`config.mk`:
```
export PLATFORM = sky130hd
export DESIGN_NAME = mix_columns_pipe_flat
export DESIGN_NICKNAME = d
export VERILOG_FILES = /design/src/rtl/mix_columns_pipe_if.sv /design/src/rtl/mix_columns_pipe.sv /design/src/flat_wrapper.sv
export SDC_FILE = /design/constraint.sdc
export NUM_CORES = 1
export LEC_CHECK = 0
export CORE_UTILIZATION = 35
export CTS_CLUSTER_DIAMETER = 40
export DETAILED_ROUTE_END_ITERATION = 6
export DONT_BUFFER_PORTS = 1
export HOLD_SLACK_MARGIN = 0.12
export PLACE_DENSITY_LB_ADDON = 0.1
export SKIP_CTS_REPAIR_TIMING = 1
export SLEW_MARGIN = 15
export SYNTH_ARGS = -nofsm -noshare
export SYNTH_HDL_FRONTEND = slang
export SYNTH_SLANG_ARGS = --single-unit
```
`constraint.sdc`:
```
create_clock -name clk -period 3.2 [get_ports clk]
set_input_delay 0.32 -clock clk [delete_from_list [all_inputs] [get_ports clk]]
set_output_delay 0.32 -clock clk [all_outputs]
set_load 0.005 [all_outputs]
```
`src/rtl/mix_columns_pipe_if.sv`:
```
// rtl/mix_columns_pipe_if.sv - handshake bundle for the mix_columns_pipe input and output streams
interface mix_columns_pipe_if #(
  parameter int DW = 32
);
  logic [DW-1:0] in_data;
  logic          in_vld;
  logic          in_rdy;
  logic          in_mc_off;
  logic          in_inv;
  logic [DW-1:0] out_data;
  logic          out_vld;
  logic          out_rdy;
  logic          out_state_last;

  modport master (
    output in_data, in_vld, in_mc_off, in_inv, out_rdy,
    input  in_rdy, out_data, out_vld, out_state_last
  );

  modport slave (
    input  in_data, in_vld, in_mc_off, in_inv, out_rdy,
    output in_rdy, out_data, out_vld, out_state_last
  );
endinterface

```
`src/rtl/mix_columns_pipe.sv`:
```
// rtl/mix_columns_pipe.sv - two-stage AES MixColumns pipeline, COLS 32-bit columns per beat
// Define INV_MIX_COLUMNS_EN to add the InvMixColumns datapath selected by in_inv.
module mix_columns_pipe #(
  parameter int COLS = 1
) (
  input logic               clk,
  input logic               rst_n,
  mix_columns_pipe_if.slave bus
);
  localparam int         DW        = 32 * COLS;
  localparam logic [1:0] LAST_BEAT = 2'(4 / COLS - 1);

  function automatic logic [7:0] xtime(input logic [7:0] b);
    return {b[6:0], 1'b0} ^ (b[7] ? 8'h1b : 8'h00);
  endfunction

  function automatic logic [31:0] mix_fwd(input logic [31:0] col);
    logic [7:0] a0, a1, a2, a3;
    a0 = col[31:24];
    a1 = col[23:16];
    a2 = col[15:8];
    a3 = col[7:0];
    return {xtime(a0) ^ xtime(a1) ^ a1 ^ a2 ^ a3,
            a0 ^ xtime(a1) ^ xtime(a2) ^ a2 ^ a3,
            a0 ^ a1 ^ xtime(a2) ^ xtime(a3) ^ a3,
            xtime(a0) ^ a0 ^ a1 ^ a2 ^ xtime(a3)};
  endfunction

`ifdef INV_MIX_COLUMNS_EN
  // InvMixColumns = MixColumns applied after folding in {04,00,05,00}; shares the forward network.
  function automatic logic [31:0] inv_pre(input logic [31:0] col);
    logic [7:0] u, v;
    u = xtime(xtime(col[31:24] ^ col[15:8]));
    v = xtime(xtime(col[23:16] ^ col[7:0]));
    return {col[31:24] ^ u, col[23:16] ^ v, col[15:8] ^ u, col[7:0] ^ v};
  endfunction
`endif

  logic          s1_vld;
  logic          s1_off;
  logic [DW-1:0] s1_data;
`ifdef INV_MIX_COLUMNS_EN
  logic          s1_inv;
`endif
  logic          s2_vld;
  logic [DW-1:0] s2_data;
  logic [DW-1:0] s2_next;
  logic [1:0]    beat_cnt;

  logic s2_load;
  logic s1_adv;
  logic in_rdy;
  logic in_xfer;
  logic out_xfer;

  assign s2_load  = !s2_vld || bus.out_rdy;
  assign s1_adv   = s1_vld && s2_load;
  assign in_rdy   = !s1_vld || s1_adv;
  assign in_xfer  = bus.in_vld && in_rdy;
  assign out_xfer = s2_vld && bus.out_rdy;

  assign bus.in_rdy         = in_rdy;
  assign bus.out_vld        = s2_vld;
  assign bus.out_data       = s2_vld ? s2_data : '0;
  assign bus.out_state_last = s2_vld && (beat_cnt == LAST_BEAT);

  always_comb begin
    s2_next = s1_data;
    if (!s1_off) begin
      for (int c = 0; c < COLS; c++) begin
`ifdef INV_MIX_COLUMNS_EN
        s2_next[32*c +: 32] = mix_fwd(s1_inv ? inv_pre(s1_data[32*c +: 32])
                                             : s1_data[32*c +: 32]);
`else
        s2_next[32*c +: 32] = mix_fwd(s1_data[32*c +: 32]);
`endif
      end
    end
  end

  always_ff @(posedge clk or negedge rst_n) begin
    if (!rst_n) begin
      s1_vld   <= 1'b0;
      s1_off   <= 1'b0;
      s1_data  <= '0;
`ifdef INV_MIX_COLUMNS_EN
      s1_inv   <= 1'b0;
`endif
      s2_vld   <= 1'b0;
      s2_data  <= '0;
      beat_cnt <= 2'd0;
    end else begin
      if (in_xfer) begin
        s1_vld  <= 1'b1;
        s1_data <= bus.in_data;
        s1_off  <= bus.in_mc_off;
`ifdef INV_MIX_COLUMNS_EN
        s1_inv  <= bus.in_inv;
`endif
      end else if (s1_adv) begin
        s1_vld <= 1'b0;
      end

      if (s2_load) begin
        s2_vld  <= s1_vld;
        s2_data <= s2_next;
      end

      if (out_xfer) begin
        beat_cnt <= (beat_cnt == LAST_BEAT) ? 2'd0 : beat_cnt + 2'd1;
      end
    end
  end
endmodule

```
`src/flat_wrapper.sv`:
```
// flat-port wrapper written by rule: the top's interface ports become plain ports
module mix_columns_pipe_flat 
#(
  parameter int COLS = 1
)
  (clk, rst_n, bus_in_data, bus_in_vld, bus_in_mc_off, bus_in_inv, bus_out_rdy, bus_in_rdy, bus_out_data, bus_out_vld, bus_out_state_last);
  mix_columns_pipe_if #(.DW(32)) bus_i ();
  input logic clk;
  input logic rst_n;
  input wire logic [$bits(bus_i.in_data)-1:0] bus_in_data;
  input wire logic [$bits(bus_i.in_vld)-1:0] bus_in_vld;
  input wire logic [$bits(bus_i.in_mc_off)-1:0] bus_in_mc_off;
  input wire logic [$bits(bus_i.in_inv)-1:0] bus_in_inv;
  input wire logic [$bits(bus_i.out_rdy)-1:0] bus_out_rdy;
  output wire logic [$bits(bus_i.in_rdy)-1:0] bus_in_rdy;
  output wire logic [$bits(bus_i.out_data)-1:0] bus_out_data;
  output wire logic [$bits(bus_i.out_vld)-1:0] bus_out_vld;
  output wire logic [$bits(bus_i.out_state_last)-1:0] bus_out_state_last;
  assign bus_i.in_data = bus_in_data;
  assign bus_i.in_vld = bus_in_vld;
  assign bus_i.in_mc_off = bus_in_mc_off;
  assign bus_i.in_inv = bus_in_inv;
  assign bus_i.out_rdy = bus_out_rdy;
  assign bus_in_rdy = bus_i.in_rdy;
  assign bus_out_data = bus_i.out_data;
  assign bus_out_vld = bus_i.out_vld;
  assign bus_out_state_last = bus_i.out_state_last;
  mix_columns_pipe #(.COLS(COLS)) u_core (.clk(clk), .rst_n(rst_n), .bus(bus_i));
endmodule
```
==> results.md, run 1 <==
- The arrival time at the worst endpoint is 1670 ps.
- The number of failing hold endpoints at the final stage is 0.
- The fraction of layout cells with a size suffix above 1 is 0.177.
- The total power is 3850 uW.
- The clock slew at the register clock pins of the worst setup and hold paths is 50 ps.
- The pin count of the biggest net entering global routing is 70.
- The startpoint-to-endpoint class of the critical path is flip-flop to primary output.
- The number of port buffers is 0.
- The area added between synthesis and finish is 13.9%.
- The setup violation total in the final timing report is 0.
- Sorting the synthesized cells by area gives the leading types as dfrtp_1 (38%), xnor3_1 (16%), mux2_2 (8.5%), and3b_1 (6.2%), and2_1 (4.6%).
- The number of register bits inferred by synthesis is 69.
- Once detail routing completed, the nets flagged for antenna violations numbered 0.
- The number of antenna violations at the first check in global routing is 0.
- The total track usage is 0.169.
- For this run, the post-layout net count is 398.
- The first global-routing pass estimated 16200 um of wire.
- The detailed-route wire length is 10200 um.
- For this run, design rule violations remaining after detail routing come to 0.
- Buffers inserted during clock tree synthesis total 9.
- The compound-gate portion of the synthesized area is 0.0830.
- The worst-case headroom to the max-slew limit is 0.639.
- Together, buffers and inverters on the worst path number 1.
- The final estimated routing congestion in global placement is 0.693.
- The highest ir drop seen on vdd is 0.258 mV.
- Of the synthesized area, sequential elements account for 0.382.
- Counting every sink on the clock net gives 69.
- The wire-length estimate of the detail-placed layout is 6780 um.
- The slowest stage of the critical path belongs to the cell dfrtp_2.
- The number of instances in the synthesized netlist is 356.
- Max-cap violations in this run came to 0.
- Setup repair after global routing left no endpoint under its margin.
- The worst setup path is launched from a flip-flop.
- The worst setup path is captured at a primary output.
- After the first detailed-routing iteration, the DRC count stood at 140.
- The most area-hungry cell type in the Yosys netlist is dfrtp_1.
- The number of global-route vias before repair was 2697.
- The overall via count from detail_route is 2700.
- The actual slew at the worst max-slew pin is 542 ps.
- In the final timing run, aggregate negative setup slack is 0 ps.
- The mean post-synth cell area is 12.7 sq um.
- Clock tree synthesis selected as its root buffer the cell clkbuf_16.
- The Yosys step of the flow raised 0 warnings.
- The flow ran to the end, and the final reports show no timing, DRC or antenna violations.
- The die covers 13400 sq um.
- The die is 116 um wide.
- The wire length per cell after detailed routing is 19.1 um.
- The synthesized-area fraction occupied by adder cells is 0.00277.
- The insertion delay of the later-clocked pin in the worst-skew pair is 340 ps.
- The achievable frequency is 502 MHz.
- The clock tree from TritonCTS is yes.
- After synthesis, the largest family of logic cells by area is XOR/XNOR gates.
- The I/O pin count is 73.
- The peak per-stage delay on the critical path is 700 ps.
- The leakage power summed over all cells is 0.00245 uW.
- Of the available clock period, the critical path in the final layout requires 0.622.
- Measured against the total synthesized area, the mux share comes to 0.0846.
- Row generation in the floorplan step produced 41 rows.
- The family with the most delay on the worst path is flip-flops.
- At the worst endpoint, the required time is 2880 ps.
- The level count of the clock H-tree is 3.
- Power spread over the standard cell area amounts to 748 nW/um^2.
- The number of nets in the synthesized netlist is 395.
- The simple-gate share of the synthesized area is 0.118.
- The number of iterations in the first detailed-routing pass is 4.
- The XOR/XNOR share of the synthesized area is 0.289.
- The initial cell density of the core is 0.359.
- The maximum count of clock buffers along a single path is 2.
- The die height is 116 um.
- The distinct cell type count after synthesis is 30.
- The mapped netlist covers 4520 sq um.
- After floorplanning, the core was sized to cover 12600 sq um.
- Dividing the detail-routed via count by the number of cells gives 5.06.
- Across the routed clock network, the largest skew measured is 6.06 ps.
- The type of the most critical hold path is primary input to flip-flop.
- The final critical path time including I/O delays and setup is 1990 ps.
- The worst setup slack for register-to-register paths is 1230 ps.
- Of the post-synthesis cell area, the dominant cell type holds 0.382.
- The max-slew violation total from the final report is 0.
- After global routing the overflow that remains totals 0.
- Of all nets on the critical path, the largest fanout is 36.
- 0 antenna diodes ended up in the layout.
- The critical path goes through buf_4, and2_1.
cells in the mapped netlist:
library cell and instances:
and3b_1 32, xor3_2 1, xnor2_1 13, xor3_4 1, xnor3_2 1, and2_1 33
clkbuf_1 21, dfrtp_1 69, buf_2 12, o21ai_0 22, a21o_1 1, nand2_1 2
xor3_1 4, a31oi_1 32, buf_4 2, xnor3_4 2, xor2_2 2, xnor3_1 33
xnor2_4 1, xor2_4 1, buf_6 2, ha_1 1, o21ai_2 2, nand2b_1 4
nand3b_1 1, mux2_2 34, nor3_1 1, clkbuf_2 2, xor2_1 16, o21ai_1 8
state kept, by name, summed over array words and instances (netlist names):
name and cells:
u_core.s2_data 32, u_core.s1_off 1, u_core.s1_data 32, u_core.beat_cnt 2, u_core.bus.out_vld 1, u_core.s1_vld 1
metal layers:
layer | wire length [um] | up-vias | GRT usage
met5 | 0 | - | 0
met4 | 172 | 0 | 0.0718
met3 | 612 | 11 | 0.0549
met2 | 4270 | 59 | 0.228
met1 | 5160 | 1375 | 0.247
li1 | - | 1255 | -
worst paths after layout:
path / start / endpoint / cells past startpoint
max: u_core.bus.out_vld$_DFFE_PN0P_ / bus_out_data[18] / 2
min: bus_in_data[27] / u_core.s1_data[27]$_DFFE_PN0P_ / 1
max reg2reg: u_core.bus.out_vld$_DFFE_PN0P_ / u_core.s1_data[29]$_DFFE_PN0P_ / 4
min reg2reg: u_core.s1_vld$_DFFE_PN0P_ / u_core.bus.out_vld$_DFFE_PN0P_ / 1
max in group asynchronous: rst_n / u_core.bus.out_vld$_DFFE_PN0P_ / 2
min in group asynchronous: rst_n / u_core.s1_data[20]$_DFFE_PN0P_ / 2
report_power, final:
group | total (uW) | internal [uW] | switching (uW)
logic | 1500 | 940 | 564
registers | 1380 | 1130 | 249
clock network | 969 | 614 | 355
total | 3850 | 2680 | 1170
kinds of logic after synthesis:
logic type | Yosys count
buffers and inverters | 39
DFF | 69
xor gates and xnor gates | 75
muxes | 34
and+or+nand+nor | 73
AOI/OAI and AO/OA | 65
adders and majority gates | 1
cells in the final DEF, fill, tap and decap left out, types with 2 or more instances in the layout:
cell type      count
dfrtp_1           68
mux2_2            34
and2_1            33
xnor3_1           33
and3b_1           32
a31oi_1           32
dlygate4sd3_1     25
o21ai_0           22
xor2_1            16
xnor2_1           13
clkbuf_16          9
o21ai_1            8
buf_4              5
nand2b_1           4
xor3_1             4
nand2_1            2
xor2_2             2
o21ai_2            2
xnor3_4            2
clkbuf_1           2
through the flow:
step	util	hold slack (ps)	setup WS [ps]	std cells	area, sq um
floorplan	-	24.4	1760	356	4520
finish	0.408	125	1210	534	5150
CTS	0.386	-343	1160	508	4870
global placement	0.364	27.3	1230	494	4590
detailed placement	0.364	27.8	1200	494	4590
global route	0.408	122	1060	534	5150
cell type report:
| cell class | count | area (sq um) |
|---|---|---|
| Tap cell | 172 | 215 |
| Timing Repair Buffer | 31 | 315 |
| Fill cell | 1260 | 7470 |
| Sequential cell | 69 | 1730 |
| Clock inverter | 2 | 35.0 |
| Multi-Input combinational cell | 248 | 2610 |
| Clock buffer | 12 | 246 |
No activity file was read; power rests on OpenSTA's default activity.
==> inputs of run 2 (changes only) <==
- clock period: 3.2 -> 1.9 ns (I/O delays scaled with it)
==> run 2 against run 1 <==
Net effect: final area is 3.5% higher; non-clock buffer count increased by 20; sequential share of layout area down 1.1 points; combinational power rose by 78%; global-route usage up 0.13 points; wire length rose by 5.5%; setup slack worse by 990 ps; sequential cell count unchanged; via count grew 3.9%; first-iteration DRC count down 4.3%; critical path depth is 1 higher; critical endpoint is now u_core.s2_data[27]$_DFFE_PN0P_; largest cell class unchanged.
==> results.md, run 2 (synthesized netlist as in run 1, its figures left out) <==
- The end of the worst register-to-register path is u_core.s2_data[27]$_DFFE_PN0P_.
- The overall die width is 116 um (unchanged).
- The first-pass GRT wire length is 16500 um (+1.4%).
- The level count of the clock H-tree is 3 (unchanged).
- The pin count of the biggest net entering global routing came to 70 (unchanged).
- The sink count of the clock tree is 69 (unchanged).
- The total track usage was 0.171 (+0.00134).
- Static timing analysis puts the maximum clock frequency at 595 MHz.
- The run finished with clean final reports.
- The number of DRC markers in iteration 0 is 134 (-4.3%).
- The initial cell density of the core came to 0.359 (unchanged).
- The largest fanout of any net on the critical path came to 7 (-81%).
- The share of the core filled with cells in the final layout came to 0.422 (+0.0142).
- The setup violation total in the final timing report is 0 (unchanged).
- The worst min-delay path startpoint is bus_out_rdy.
- The number of violations of the max-capacitance limit was 0 (unchanged).
- The peak per-stage delay on the critical path is 590 ps (-110 ps).
- The number of antenna violations at the first check in global routing is 0 (unchanged).
- For hold timing, the worst endpoint is u_core.beat_cnt[0]$_DFFE_PN0P_.
- The arrival time at the worst endpoint is 1950 ps (+280 ps).
- The number of buffer and inverter instances along the worst setup path is 0 (-1).
- The signal on the critical path passes through xnor3_2, xnor3_1, o21ai_1.
- The maximum count of clock buffers along a single path is 2 (unchanged).
- The highest ir drop seen on vdd was 0.494 mV (+91%).
- The worst-case headroom to the max-slew limit is 0.671 (+0.0323).
- The setup clock skew after layout is 2.58 ps (-3.48 ps).
- The total CTS buffers is 9 (unchanged).
- The type of the most critical hold path is primary input to flip-flop.
- The placed wire-length estimate is 7040 um (+3.9%).
- The power per cell area came to 1220 nW/um^2 (+63%).
- The number of global-route vias before repair is 2719 (+0.82%).
- The fraction of layout cells with a size suffix above 1 is 0.193 (+0.0159).
- The startpoint of the most critical register-to-register path is u_core.s1_data[31]$_DFFE_PN0P_.
- STA classifies the critical path startpoint as a flip-flop.
- The actual slew at the worst max-slew pin came to 490 ps (-51.9 ps).
- The clock tree from TritonCTS is yes.
- The count of filler cells inserted in the layout is 1245 (-1.2%).
- The instance count along the most critical hold path is 2 (+1).
- The number of placement rows is 41 (unchanged).
- Setup repair after global routing left no endpoint under its margin.
- The worst setup slack for register-to-register paths was 220 ps (-1010 ps).
- The area enclosed by the die boundary was 13400 sq um (unchanged).
- The leakage power summed over all cells came to 0.00254 uW (+3.7%).
- The post-layout net count is 418 (+5.0%).
- The smallest hold slack is 108 ps (-17.7 ps).
- The largest registers in the layout are u_core.s1_data (32), u_core.s2_data (32), u_core.beat_cnt (2).
- The total power came to 6510 uW (+69%).
- The overall via count from detail_route is 2804 (+3.9%).
- The sum of overflow across all layers after global routing is 0 (unchanged).
- The nature of the critical path endpoint is a flip-flop.
- The post-route clock period utilization is 0.884.
- The insertion delay of the later-clocked pin in the worst-skew pair is 340 ps (about the same).
- The detailed-route wire length came to 10800 um (+5.5%).
- The slowest library cell on the worst path is dfrtp_1.
- The number of antenna-violating nets in the routed design came to 0 (unchanged).
- The multi-input logic area is 2610 sq um (unchanged).
- The critical path is of the flip-flop to flip-flop type.
- The number of iterations in the first detailed-routing pass is 4 (unchanged).
- Leaving out fill and tap cells, the most frequent cells in the layout are dfrtp_1 (68), dlygate4sd3_1 (35), mux2_2 (34).
- The worst reg2reg path depth is 3 (-1).
- The number of vias per cell is 5.04 (-0.26%).
- The area taken by flip-flops and latches came to 1730 sq um (unchanged).
- The number of remaining DRC errors is 0 (unchanged).
- The die height is 116 um (unchanged).
- The I/O pin count is 73 (unchanged).
- The clock root buffer is clkbuf_16.
- The number of failing hold endpoints at the final stage came to 0 (unchanged).
- The wire length per cell after detailed routing came to 19.4 um (+1.3%).
- The required arrival time at the worst endpoint is 2170 ps (-710 ps).
- The most common cell after layout, fill and taps aside is dfrtp_1.
- The setup TNS is 0 ps (unchanged).
- The number of port buffers is 0 (unchanged).
- The post-placement setup slack came to 205 ps (-1000 ps).
- The worst setup slack after layout is 220 ps (-990 ps).
- The max-slew violation total from the final report is 0 (unchanged).
- The clock slew at the register clock pins of the worst setup and hold paths came to 50 ps (about the same).
- The clock period could shrink to 1680 ps.
- The family with the most delay on the worst path is XOR/XNOR gates.
- From synthesis to final layout, the design area changed by 17.8%.
- The antenna diode count is 0 (unchanged).
- The final estimated routing congestion in global placement is 0.708 (+2.1%).
- The core area is 12600 sq um (unchanged).
-- run 2: how the worst max path moves through the flow --
| stage | start | to | slack, ps | cells past startpoint |
|---|---|---|---|---|
| after floorplan | u_core.s1_data[23]$_DFFE_PN0P_ | u_core.s2_data[20]$_DFFE_PN0P_ | 460 | 4 |
| after global placement | u_core.s1_data[31]$_DFFE_PN0P_ | u_core.s2_data[3]$_DFFE_PN0P_ | 240 | 3 |
| after detailed placement | u_core.s1_data[31]$_DFFE_PN0P_ | u_core.s2_data[3]$_DFFE_PN0P_ | 200 | 3 |
| after CTS | u_core.s1_data[31]$_DFFE_PN0P_ | u_core.s2_data[27]$_DFFE_PN0P_ | 200 | 3 |
| after global routing | u_core.s1_data[31]$_DFFE_PN0P_ | u_core.s2_data[3]$_DFFE_PN0P_ | 150 | 3 |
| final | u_core.s1_data[31]$_DFFE_PN0P_ | u_core.s2_data[27]$_DFFE_PN0P_ | 220 | 3 |
-- run 2: layout make-up --
cell class,instances,area share
well taps,172,0.0404
multi-input cells,248,0.490
repair buffers,51,0.0944
clock buffers,15,0.0502
flip-flops and latches,69,0.324
clock inverters,1,0.000939
-- run 2: where the power goes --
part / leakage (uW) / internal [uW] / switching, uW
clock network: 0.000134 / 954 / 601
logic: 0.00158 / 1640 / 1030
registers: 0.000820 / 1900 / 382
total: 0.00254 / 4500 / 2010
-- run 2: metrics by stage --
step	cells	instance area, sq um
2_1_floorplan	356	4520
3_3_place_gp	504	4680
3_5_place_dp	504	4680
4_1_cts	520	4950
5_1_grt	556	5330
6_report	556	5330
-- run 2: layer usage --
| layer | wire length [um] | track usage | vias to the layer above |
|---|---|---|---|
| met1 | 5550 | 0.259 | 1427 |
| met4 | 150 | 0.0718 | 0 |
| met5 | 0 | 0 | - |
| met3 | 509 | 0.0403 | 11 |
| li1 | - | - | 1305 |
| met2 | 4570 | 0.230 | 61 |
==> inputs of run 3 (changes only) <==
- MAX_ROUTING_LAYER: unset -> met4
==> run 3 against run 2 <==
Net effect: sequential share of layout area stayed put; setup slack worse by 2.1 ps; critical path depth stayed put; clock power hardly changed; global-route usage is 0.56 points higher; register-to-register slack hardly changed; sequential power hardly changed; via count hardly changed; highest routed layer unchanged; sequential cell count stayed put; largest power group unchanged.
==> results.md, run 3 (synthesized netlist as in run 1, its figures left out) <==
- The total track usage is 0.176 (+0.00562).
- The worst setup path is launched from a flip-flop.
- The core area is 12600 sq um (unchanged).
- The pin count of the biggest net entering global routing is 70 (unchanged).
- The startpoint-to-endpoint class of the critical path is flip-flop to flip-flop.
- The end of the worst register-to-register path is u_core.s2_data[27]$_DFFE_PN0P_.
- The nature of the critical path endpoint is a flip-flop.
- Leaving out fill and tap cells, the most frequent cells in the layout are dfrtp_1 (68), dlygate4sd3_1 (35), mux2_2 (34).
- The setup violation total in the final timing report was 0 (unchanged).
- The number of vias per cell is 5.05 (about the same).
- The number of remaining DRC errors is 0 (unchanged).
- The power per cell area is 1220 nW/um^2 (about the same).
- The initial cell density of the core was 0.359 (unchanged).
- The number of antenna-violating nets in the routed design came to 0 (unchanged).
- The cell sitting at the root of the clock tree is a clkbuf_16.
- The multi-input logic area is 2610 sq um (unchanged).
- The final estimated routing congestion in global placement is 0.716 (+1.1%).
- The max-slew violation total from the final report is 0 (unchanged).
- The antenna diode count is 0 (unchanged).
- The clock tree from TritonCTS is yes.
- Walking the worst path, the cells encountered are xnor3_2, xnor3_1, o21ai_1.
- The count of filler cells inserted in the layout is 1245 (unchanged).
- The die height came to 116 um (unchanged).
- The peak per-stage delay on the critical path came to 600 ps (about the same).
- The number of antenna violations at the first check in global routing is 0 (unchanged).
- The overall die width was 116 um (unchanged).
- The detailed-route wire length is 10700 um (-0.37%).
- The largest registers in the layout are u_core.s1_data (32), u_core.s2_data (32), u_core.beat_cnt (2).
- The worst setup slack for register-to-register paths is 220 ps (about the same).
- The number of violations of the max-capacitance limit is 0 (unchanged).
- The fraction of layout cells with a size suffix above 1 is 0.193 (unchanged).
- The final critical path time including I/O delays and setup is 1680 ps (+2.11 ps).
- The achievable frequency is 594 MHz (-0.13%).
- The worst reg2reg path depth is 3 (unchanged).
- The final non-filler cell area is 5330 sq um (unchanged).
- The overall via count from detail_route was 2806 (+0.071%).
- The startpoint identified for the worst register-to-register timing path is u_core.s1_data[31]$_DFFE_PN0P_.
- The most common cell after layout, fill and taps aside is dfrtp_1.
- The sum of overflow across all layers after global routing is 0 (unchanged).
- The sink count of the clock tree was 69 (unchanged).
- The largest fanout of any net on the critical path is 7 (unchanged).
- The area added between synthesis and finish is 17.8% (unchanged).
- The required arrival time at the worst endpoint was 2170 ps (about the same).
- The leakage power summed over all cells is 0.00254 uW (unchanged).
- The setup clock skew after layout is 4.68 ps (+2.11 ps).
- The number of DRC markers in iteration 0 is 112 (-16%).
- The worst hold path terminates at u_core.beat_cnt[0]$_DFFE_PN0P_.
- The number of buffer and inverter instances along the worst setup path is 0 (unchanged).
- The number of failing hold endpoints at the final stage is 0 (unchanged).
- The maximum count of clock buffers along a single path is 2 (unchanged).
- The setup TNS is 0 ps (unchanged).
- The placed wire-length estimate was 7040 um (unchanged).
- The number of port buffers is 0 (unchanged).
- The number of placement rows came to 41 (unchanged).
- The slowest library cell on the worst path is dfrtp_1.
- The post-route clock period utilization is 0.886 (+0.00111).
- The first-pass GRT wire length is 16500 um (unchanged).
- The worst-case headroom to the max-slew limit is 0.662 (-0.00925).
- The insertion delay of the later-clocked pin in the worst-skew pair came to 340 ps (about the same).
- The I/O pin count was 73 (unchanged).
- The flow ran to the end, and the final reports show no timing, DRC or antenna violations.
- The actual slew at the worst max-slew pin is 504 ps (+13.8 ps).
- The highest ir drop seen on vdd is 0.494 mV (about the same).
- The arrival time at the worst endpoint is 1950 ps (about the same).
- The family with the most delay on the worst path is XOR/XNOR gates.
- The total CTS buffers is 9 (unchanged).
- The wire length per cell after detailed routing is 19.3 um (-0.37%).
- The clock slew at the register clock pins of the worst setup and hold paths is 50 ps (about the same).
- The number of global-route vias before repair came to 2715 (-0.15%).
- Setup repair after global routing left no endpoint under its margin.
- The area taken by flip-flops and latches is 1730 sq um (unchanged).
- The type of the most critical hold path is primary input to flip-flop.
- The number of iterations in the first detailed-routing pass is 4 (unchanged).
- The instance count along the most critical hold path is 2 (unchanged).
- The worst min-delay path startpoint is bus_out_rdy.
- The area enclosed by the die boundary came to 13400 sq um (unchanged).
- The post-layout net count is 418 (unchanged).
- The placement-stage cell area is 4680 sq um (unchanged).
- The level count of the clock H-tree is 3 (unchanged).
## run 3: cell counts in the layout (fill, tap and decap cells not counted)
Identical to the previous run, type by type.
## run 3: through the flow
stage | hold slack (ps) | utilization | instances | power (uW) | worst slack [ps]
3_3_place_gp | -103 | 0.371 | 504 | 4870 | 241
3_5_place_dp | -102 | 0.371 | 504 | 4890 | 205
2_1_floorplan | -106 | - | 356 | 4370 | 464
5_1_grt | 110 | 0.422 | 556 | 6920 | 146
4_1_cts | -468 | 0.392 | 520 | 6500 | 202
6_report | 106 | 0.422 | 556 | 6520 | 218
## run 3: area by class of cell
type / instances / area share
clock buffer: 15 / 0.0502
clock inverter: 1 / 0.000939
multi-input combinational: 248 / 0.490
sequential: 69 / 0.324
tap: 172 / 0.0404
timing repair buffer: 51 / 0.0944
## run 3: how the worst max path moves through the flow
stage                     cells past startpoint  slack (ps)                              to                            from
after floorplan                               4         460  u_core.s2_data[20]$_DFFE_PN0P_  u_core.s1_data[23]$_DFFE_PN0P_
after global placement                        3         240   u_core.s2_data[3]$_DFFE_PN0P_  u_core.s1_data[31]$_DFFE_PN0P_
after detailed placement                      3         200   u_core.s2_data[3]$_DFFE_PN0P_  u_core.s1_data[31]$_DFFE_PN0P_
final                                         3         220  u_core.s2_data[27]$_DFFE_PN0P_  u_core.s1_data[31]$_DFFE_PN0P_
after global routing                          3         150   u_core.s2_data[3]$_DFFE_PN0P_  u_core.s1_data[31]$_DFFE_PN0P_
after CTS                                     3         200  u_core.s2_data[27]$_DFFE_PN0P_  u_core.s1_data[31]$_DFFE_PN0P_
## run 3: power breakdown
part           internal (uW)  leakage (uW)  switching, uW
combinational           1640       0.00158           1030
clock                    954      0.000134            610
sequential              1900      0.000820            381
total                   4500       0.00254           2020
## run 3: per-layer routing
layer  up-vias  share of wire  global-route usage
met2        67           0.41               0.228
met3        15          0.041              0.0345
li1       1309              -                   -
met1      1415           0.53               0.265
met4         0          0.018              0.0718
met5         -              0                   -
